--- config.mk ---
export PLATFORM = sky130hd
export DESIGN_NAME = load_store_unit
export DESIGN_NICKNAME = d
export VERILOG_FILES = /design/src/rtl/load_store_unit.sv
export SDC_FILE = /design/constraint.sdc
export NUM_CORES = 1
export LEC_CHECK = 0
export ABC_AREA = 1
export CORE_AREA = 10 10 124 126
export DETAILED_ROUTE_END_ITERATION = 7
export DIE_AREA = 0 0 134 136
export GPL_TIMING_DRIVEN = 0
export HOLD_SLACK_MARGIN = 0.06
export PLACE_DENSITY_LB_ADDON = 0.25
export SETUP_SLACK_MARGIN = 0.1
export SYNTH_ARGS = -nofsm -noshare
export SYNTH_HDL_FRONTEND = slang
export SYNTH_SLANG_ARGS = --single-unit
--- constraint.sdc ---
create_clock -name clk -period 3.49 [get_ports clk]
set_input_delay 0.698 -clock clk [delete_from_list [all_inputs] [get_ports clk]]
set_output_delay 0.698 -clock clk [all_outputs]
set_load 0.02 [all_outputs]
--- src/rtl/load_store_unit.sv ---
// rtl/load_store_unit.sv - memory-stage adapter adding byte/half access to a word-only dmem
//
// Purpose:
//   Sits between the pipeline memory stage and a word-only data memory
//   (combinational read, posedge write). Adds byte and halfword loads with
//   sign/zero extension and sub-word stores via a two-cycle read-modify-write.
//   Misaligned, reserved-size and out-of-range requests complete with resp_err.
//
// Configuration macro:
//   LSU_MISALIGN_CHK_EN  defined   : size 11, misaligned half/word raise resp_err
//                        undefined : address is forced to the natural alignment
//                                    of the size, size 11 acts as word; only the
//                                    out-of-range check raises resp_err
//
// Ports:
//   clk, rst_n            clock, asynchronous active-low reset
//   req_valid/req_ready   request handshake (accept = valid & ready)
//   req_we, req_size      1=store; 00 byte, 01 half, 10 word, 11 reserved
//   req_unsigned          loads: 1 zero-extend, 0 sign-extend
//   req_addr, req_wdata   byte address, right-justified store data
//   resp_valid            one-cycle completion pulse
//   resp_rdata, resp_err  load result (0 for stores/errors), error flag
//   mem_we, mem_addr      dmem write enable and word-aligned byte address
//   mem_wd, mem_rd        dmem write data and combinational read data

module load_store_unit #(
    parameter int MEM_AW = 8
) (
    input  logic        clk,
    input  logic        rst_n,
    input  logic        req_valid,
    output logic        req_ready,
    input  logic        req_we,
    input  logic [1:0]  req_size,
    input  logic        req_unsigned,
    input  logic [31:0] req_addr,
    input  logic [31:0] req_wdata,
    output logic        resp_valid,
    output logic [31:0] resp_rdata,
    output logic        resp_err,
    output logic        mem_we,
    output logic [31:0] mem_addr,
    output logic [31:0] mem_wd,
    input  logic [31:0] mem_rd
);

    typedef enum logic [0:0] {
        IDLE   = 1'b0,
        RMW_WR = 1'b1
    } state_t;

    state_t      state, state_nx;
    logic [31:0] rmw_data;
    logic [31:0] rmw_addr;

    logic [1:0]  eff_size;
    logic [1:0]  eff_off;
    logic        range_err;
    logic        align_err;
    logic        req_err;
    logic        accept;
    logic        is_sub_st;
    logic [31:0] word_addr;
    logic [4:0]  lane_shift;
    logic [15:0] rd_lane;
    logic [31:0] load_data;
    logic [31:0] lane_bits;
    logic [31:0] lane_mask;
    logic [31:0] merged;
    logic        mem_we_c;

    // Request decode: effective size/offset, error detection, lane steering.
    always_comb begin
        range_err = (req_addr >> (MEM_AW + 2)) != 32'd0;
`ifdef LSU_MISALIGN_CHK_EN
        eff_size  = req_size;
        eff_off   = req_addr[1:0];
        align_err = (req_size == 2'b11) ||
                    ((req_size == 2'b01) && req_addr[0]) ||
                    ((req_size == 2'b10) && (req_addr[1:0] != 2'b00));
`else
        eff_size  = (req_size == 2'b11) ? 2'b10 : req_size;
        case (eff_size)
            2'b00:   eff_off = req_addr[1:0];
            2'b01:   eff_off = {req_addr[1], 1'b0};
            default: eff_off = 2'b00;
        endcase
        align_err = 1'b0;
`endif
        req_err    = range_err | align_err;
        word_addr  = {req_addr[31:2], 2'b00};
        lane_shift = {eff_off, 3'b000};
        rd_lane    = 16'(mem_rd >> lane_shift);

        case (eff_size)
            2'b00:   load_data = req_unsigned ? {24'd0, rd_lane[7:0]}
                                              : {{24{rd_lane[7]}}, rd_lane[7:0]};
            2'b01:   load_data = req_unsigned ? {16'd0, rd_lane}
                                              : {{16{rd_lane[15]}}, rd_lane};
            default: load_data = mem_rd;
        endcase

        // Store data is masked to its lane width so stray upper bits cannot
        // corrupt neighbouring bytes of the merged word.
        lane_bits = (eff_size == 2'b00) ? 32'h0000_00FF : 32'h0000_FFFF;
        lane_mask = lane_bits << lane_shift;
        merged    = (mem_rd & ~lane_mask) | ((req_wdata & lane_bits) << lane_shift);
    end

    assign req_ready = (state == IDLE);
    assign accept    = req_valid & req_ready;
    assign is_sub_st = req_we & (eff_size != 2'b10);

    // Next state and dmem drive; address/data are zero when nothing is happening.
    always_comb begin
        state_nx = state;
        mem_we_c = 1'b0;
        mem_addr = 32'd0;
        mem_wd   = 32'd0;
        case (state)
            IDLE: begin
                if (accept && !req_err) begin
                    mem_addr = word_addr;
                    if (is_sub_st) begin
                        state_nx = RMW_WR;
                    end else if (req_we) begin
                        mem_we_c = 1'b1;
                        mem_wd   = req_wdata;
                    end
                end
            end
            RMW_WR: begin
                mem_we_c = 1'b1;
                mem_addr = rmw_addr;
                mem_wd   = rmw_data;
                state_nx = IDLE;
            end
            default: state_nx = IDLE;
        endcase
    end

    // A write must never reach dmem while reset is asserted.
    assign mem_we = mem_we_c & rst_n;

    always_ff @(posedge clk or negedge rst_n) begin
        if (!rst_n) begin
            state      <= IDLE;
            resp_valid <= 1'b0;
            resp_rdata <= 32'd0;
            resp_err   <= 1'b0;
            rmw_data   <= 32'd0;
            rmw_addr   <= 32'd0;
        end else begin
            state      <= state_nx;
            // Sub-word stores respond after the write cycle instead of at accept.
            resp_valid <= (accept && (req_err || !is_sub_st)) || (state == RMW_WR);
            resp_err   <= accept && req_err;
            resp_rdata <= (accept && !req_err && !req_we) ? load_data : 32'd0;
            if (accept && !req_err && is_sub_st) begin
                rmw_data <= merged;
                rmw_addr <= word_addr;
            end
        end
    end

endmodule

Word-level counts from Yosys, hierarchy flattened
Index checks and enable logic that the tools add are counted.
- flip-flop bits (word level): 97
- latch bits: 0
- RAM bits: 0
- ROM bits: 0
- input bits: 103
- output and inout port bits: 100
- word-level logic and storage cells: 52
- memories: 0
- add/subtract/negate cells: 0
- $mul: 0
- div/mod/pow operators: 0
- magnitude comparators: 0
- equality and inequality tests: 3
- shifts and indexed selects: 3
- mux-type cells: 20
- bitwise gates (word level): 8
- reductions and logical operators: 12
- operator list (operator ; number):
    2-to-1 mux 32 bit ; 7
    one-hot mux 32 bit (2 select lines) ; 3
    AND 32 x 16 -> 32 bit ; 1
    AND 32 bit ; 1
    inverter 32 bit ; 1
    bitwise OR 32 bit ; 1
    nonzero test 32 bit ; 1
    << shifter 16 x 5 -> 32 bit ; 1
    << shifter 32 x 5 -> 32 bit ; 1
    >> shifter 32 x 5 -> 16 bit ; 1
    2-to-1 mux 16 bit ; 1
    logical AND 1 bit ; 5
    2-to-1 mux 1 bit ; 5
    one-hot mux 1 bit (2 select lines) ; 2
    one-hot mux 2 bit (2 select lines) ; 1
    AND 1 bit ; 3
    logical NOT 1 bit ; 3
    equality test 2 x 1 -> 1 bit, second input constant ; 1
    equality test 2 bit, second input constant ; 1
    logical NOT 2 bit ; 1
    logical OR 1 bit ; 2
    2-to-1 mux 2 bit ; 1
    != test 2 bit, second input constant ; 1
    inverter 1 bit ; 1

Longest topological paths before layout
- depth after elaboration: 8
- gate-level depth with buffers: 11
- gate-level depth less buffers: 9

Worst setup path after synthesis
No wires, ideal clock.
- path kind: input -> output
- start point: input req_addr[12]
- end point: output mem_wd[2]
- arrival: 2.001 ns
- required time: 2.792 ns
- path slack: 0.791 ns
- stages on the path: 8
- path buffers: 1
- cell sequence: nor2_1 > nand3_1 > nor2_1 > nand2_1 > nor2_4 > inv_2 > clkbuf_1 > o21ai_0
- longest elaborated chain between the ends: 5
- ends and longest elaborated chain (element ; line ; RTL):
    from (decl) ; 36 ; input logic [31:0] req_addr,
    nonzero test 32 bit ; 74 ; range_err = (req_addr >> (MEM_AW + 2)) != 32'd0;
    logical NOT 1 bit ; 122 ; if (accept && !req_err) begin
    logical AND 1 bit ; 122 ;
    2-to-1 mux 32 bit ; 122 ;
    one-hot mux 32 bit (2 select lines) ; 120 ; case (state)
    to (decl) ; 43 ; output logic [31:0] mem_wd,
No other way between the ends.

Worst setup path after layout
- start point: input req_addr[12]
- end point: output mem_wd[8]
Same word-level chain as after synthesis.

==> report_table.html <==
<table>
<tr><th>Metric</th><th>Value</th></tr>
<tr><th colspan="2">Critical path</th></tr>
<tr><td>Length in cells of the worst reg-to-reg path</td><td>10</td></tr>
<tr><td>Worst setup EP type</td><td>primary output</td></tr>
<tr><td>Cell with the largest stage delay on the worst path</td><td>clkdlybuf4s50_1</td></tr>
<tr><td>Largest stage delay on the critical path</td><td>0.39 ns</td></tr>
<tr><td>Data required time at the worst endpoint</td><td>around 2.8 ns</td></tr>
<tr><td>CP Data Arrival Time</td><td>2.60 ns</td></tr>
<tr><td>Critical path launch point type</td><td>input pin</td></tr>
<tr><td>Dominant cell type by count on the critical path</td><td>nor2_1</td></tr>
<tr><td>R2R Setup Slk</td><td>1.63 ns</td></tr>
<tr><td>Cell-by-cell trace of the critical path</td><td>clkdlybuf4s50_1, nor2_1, nand3_1, nor2_1, nand2_1, nor2_4, inv_2, clkbuf_2, o21ai_2, dlygate4sd2_1</td></tr>
<tr><td>Critical path class</td><td>input pin to primary output</td></tr>
<tr><td>Maximum fanout along the worst path</td><td>10</td></tr>
<tr><th colspan="2">Status</th></tr>
<tr><td>Outcome</td><td>finished clean</td></tr>
<tr><th colspan="2">Routing</th></tr>
<tr><td>Routed length per placed instance</td><td>17.1 um</td></tr>
<tr><td>DRC errors left</td><td>0</td></tr>
<tr><td>Routed via count</td><td>6032</td></tr>
<tr><td>Total Routed Length</td><td>20400 um</td></tr>
<tr><td>Post-route antenna net violation count</td><td>0</td></tr>
<tr><td>Initial DRT Pass Iterations</td><td>6</td></tr>
<tr><td>Via-to-Cell Ratio</td><td>5.05</td></tr>
<tr><td>Detailed Route Iter0 Violations</td><td>slightly below 600</td></tr>
<tr><th colspan="2">Global route</th></tr>
<tr><td>Pin count of the biggest net entering global routing</td><td>63</td></tr>
<tr><td>First-pass GRT wire length</td><td>31700 um</td></tr>
<tr><td>Total global-route track usage</td><td>0.222</td></tr>
<tr><td>Initial antenna violation count</td><td>0</td></tr>
<tr><td>Vias in the first global route</td><td>5721</td></tr>
<tr><td>GR Overflow Total</td><td>0</td></tr>
<tr><th colspan="2">CTS</th></tr>
<tr><td>Clk pin slew, worst setup/hold paths</td><td>~0.070 ns</td></tr>
<tr><td>Clock insertion delay at the later pin of the skew report</td><td>0.35 ns</td></tr>
<tr><td>Count of clock tree sinks</td><td>a little under 100</td></tr>
<tr><td>TritonCTS buffer count</td><td>9</td></tr>
<tr><td>Number of H-tree levels</td><td>3</td></tr>
<tr><td>Clock root buffer</td><td>clkbuf_16</td></tr>
<tr><td>TritonCTS clock tree</td><td>done</td></tr>
<tr><td>Post-cts hold buffer count</td><td>0</td></tr>
<tr><td>Worst-case clock buffer depth</td><td>2</td></tr>
<tr><th colspan="2">Final layout</th></tr>
<tr><td>Fin util</td><td>0.622</td></tr>
<tr><td>Area overhead of the layout relative to synthesis</td><td>40.8%</td></tr>
<tr><td>Number of nets in the final layout</td><td>1116</td></tr>
<tr><td>Layout cells sized above 1</td><td>0.133</td></tr>
<tr><td>Final standard cell area without fillers</td><td>8070 um2</td></tr>
<tr><td>Count of placed standard cells in the final layout, fillers left out</td><td>between 1k and 1.5k</td></tr>
<tr><td>Count of antenna diodes in the layout</td><td>0</td></tr>
<tr><td>Count of filler cells inserted in the layout</td><td>1265</td></tr>
<tr><th colspan="2">Floorplanning</th></tr>
<tr><td>Horizontal extent of the die</td><td>134 um</td></tr>
<tr><td>Vertical die dimension</td><td>136 um</td></tr>
<tr><td>Placement Rows</td><td>42</td></tr>
<tr><td>Initial core utilization</td><td>0.442</td></tr>
<tr><td>IO Pins</td><td>203</td></tr>
<tr><td>Total die area</td><td>18200 um2</td></tr>
<tr><td>Placeable core region</td><td>roughly 13000 um2</td></tr>
<tr><th colspan="2">STA</th></tr>
<tr><td>FMAX</td><td>about 300 MHz</td></tr>
<tr><td>Headroom to the max-slew limit</td><td>0.652</td></tr>
<tr><td>Final-layout worst hold slack</td><td>0.307 ns</td></tr>
<tr><td>Final worst slack</td><td>roughly 0.2 ns</td></tr>
<tr><td>Final number of setup-violating endpoints</td><td>0</td></tr>
<tr><td>Max-slew violation count</td><td>0</td></tr>
<tr><td>Final hold violation count</td><td>0</td></tr>
<tr><td>Worst slew pin tran</td><td>between 0.5 and 0.6 ns</td></tr>
<tr><td>Time the final worst path needs with I/O delays and setup</td><td>3.29 ns</td></tr>
<tr><td>RSZ-0062 raised after global routing</td><td>true</td></tr>
<tr><td>Final clock period utilization by the worst path</td><td>0.944</td></tr>
<tr><td>Worst Skew</td><td>about 0.0082 ns</td></tr>
<tr><th colspan="2">Power and ir drop</th></tr>
<tr><td>Cell area power density</td><td>312 nW/um2</td></tr>
<tr><td>Peak supply drop</td><td>181 uV</td></tr>
<tr><td>Total leakage power</td><td>between 4 and 5 nW</td></tr>
<tr><th colspan="2">Synth</th></tr>
<tr><td>Synthesized instance count</td><td>802</td></tr>
<tr><td>Async set-or-reset flop fraction in the synthesized netlist</td><td>1.00</td></tr>
<tr><td>Yosys top cell area share</td><td>0.423</td></tr>
<tr><td>Synth Area per Inst</td><td>about 7.1 um2</td></tr>
<tr><td>Library cell with the largest summed area after synthesis</td><td>dfrtp_1</td></tr>
<tr><td>Primary FF master, synth</td><td>dfrtp_1</td></tr>
<tr><td>Number of synthesized register bits</td><td>97</td></tr>
<tr><td>Number of library cell types mapped by synthesis</td><td>33</td></tr>
<tr><td>Post-synthesis instance area</td><td>5730 um2</td></tr>
<tr><td>Leading cell types by total area after synthesis</td><td>dfrtp_1 42%, nand2_1 14%, nand3_1 8.4%</td></tr>
<tr><td>Proportion of synthesized chip area in sequential cells</td><td>0.423</td></tr>
<tr><td>Synth Warn #</td><td>0</td></tr>
<tr><td>Number of enable flip-flop cells after synthesis</td><td>0</td></tr>
<tr><th colspan="2">Placed design</th></tr>
<tr><td>Routability Congestion</td><td>about 0.96</td></tr>
<tr><td>Port Buffer Count</td><td>197</td></tr>
<tr><td>Instance area after placement</td><td>7950 um2</td></tr>
<tr><td>Post-placement cell count</td><td>1177</td></tr>
<tr><td>Estimated wirelength of the detail-placed design</td><td>16300 um</td></tr>
<tr><td>Setup Slack @ Placement</td><td>-0.508 ns</td></tr>
<tr><th colspan="2">Worst hold path</th></tr>
<tr><td>Hold/Removal Path Class</td><td>input pin to asynchronous set/reset pin</td></tr>
<tr><th colspan="2">Run</th></tr>
<tr><td>Max-cap violations</td><td>0</td></tr>
</table>
per-stage QoR:
step / TNS (ns) / total power, mW
after floorplan: 0 / 1.33
after global placement: -191.07 / 1.53
after detailed placement: -14.97 / 1.54
after CTS: 0 / 2.53
after global routing: 0 / 2.62
final: 0 / 2.52
registers in the layout (all words and copies together), names as in the netlist:
register    cells
resp_err        1
rmw_data       32
state           1
rmw_addr       30
resp_valid      1
resp_rdata     32
cell families after synthesis:
kind of cell / share of synthesized area
buffers and inverters: 0.124
AOI/OAI and AO/OA: 0.123
and+or+nand+nor: 0.329
DFF: 0.423
other: 0.000654
path summary, 6_finish.rpt:
kind | end | from
max | mem_wd[8] | req_addr[12]
min | rmw_addr[15]$_DFFE_PN0P_ | rst_n
min reg2reg | rmw_data[27]$_DFFE_PN0P_ | rmw_data[27]$_DFFE_PN0P_
min in group clk | rmw_data[27]$_DFFE_PN0P_ | rmw_data[27]$_DFFE_PN0P_
max in group asynchronous | resp_rdata[5]$_DFF_PN0_ | rst_n
max reg2reg | rmw_data[20]$_DFFE_PN0P_ | state$_DFF_PN0_
final cells by class:
type / instances / area, um2 / share of cell area
Tap cell: 176 / 220 / 0.0273
Inverter: 93 / 357 / 0.0442
Clock inverter: 6 / 66.3 / 0.00821
Multi-Input combinational cell: 557 / 2610 / 0.323
Clock buffer: 10 / 229 / 0.0284
Buffer: 56 / 358 / 0.0443
Timing Repair Buffer: 199 / 1810 / 0.224
Sequential cell: 97 / 2430 / 0.301
report_power, final:
group	internal (mW)	switching (mW)	leakage, nW
clock network	0.560	0.437	0.147
logic	0.178	0.219	2.67
registers	1.12	0.000288	1.24
total	1.86	0.657	4.05
worst max-delay path, delay by kind of cell:
family	cells	cell delay (ns)
simple gates	5	0.66
compound gates	1	0.19
buf+inv	4	1.04
layout by cell type (no fill, tap or decap), types with 3 or more instances in the layout:
| cell type | synthesis | layout |
|---|---|---|
| nand2_1 | 220 | 220 |
| clkdlybuf4s50_1 | 0 | 155 |
| dfrtp_1 | 97 | 97 |
| nand3_1 | 96 | 96 |
| inv_1 | 87 | 87 |
| nor2_1 | 66 | 66 |
| o21ai_0 | 67 | 60 |
| clkbuf_2 | 0 | 41 |
| o21ai_1 | 35 | 40 |
| clkbuf_1 | 20 | 19 |
| buf_2 | 17 | 17 |
| a21oi_1 | 16 | 16 |
| nor2_2 | 10 | 10 |
| clkbuf_16 | 0 | 9 |
| o21a_1 | 8 | 8 |
| buf_6 | 7 | 7 |
| buf_4 | 5 | 7 |
| or2_2 | 7 | 7 |
| nand3_2 | 7 | 7 |
| nor2_4 | 6 | 6 |
| inv_2 | 4 | 4 |
| o21ai_2 | 2 | 4 |
| nor3_1 | 4 | 4 |
| o211ai_1 | 4 | 4 |
| dlygate4sd1_1 | 3 | 3 |
| dlymetal6s2s_1 | 2 | 3 |
| inv_6 | 1 | 3 |
| nand2_4 | 3 | 3 |
cell usage after synthesis (5+ instances only):
master    count
buf_2        17
buf_4         5
dfrtp_1      97
buf_6         7
nor2_4        6
nor2_1       66
o21ai_1      35
o21a_1        8
nand2_1     220
a21oi_1      16
nand3_1      96
nand3_2       7
inv_1        87
nor2_2       10
or2_2         7
clkbuf_1     20
o21ai_0      67
timing repair:
item | CTS | global route
setup buffers | 1 | 0
pin swaps | 1 | 0
gates resized for setup | 51 | 108
setup endpoints to repair | 41 | 41
layer usage:
layer	track usage	vias up	routed length [um]	share of wire
met1	0.289	2749	8650	0.42
met5	0	-	0	0
met3	0.0653	41	1860	0.091
met2	0.346	286	9380	0.46
li1	-	2956	-	-
met4	0.0750	0	510	0.025
(Power assumes the default switching activity.)
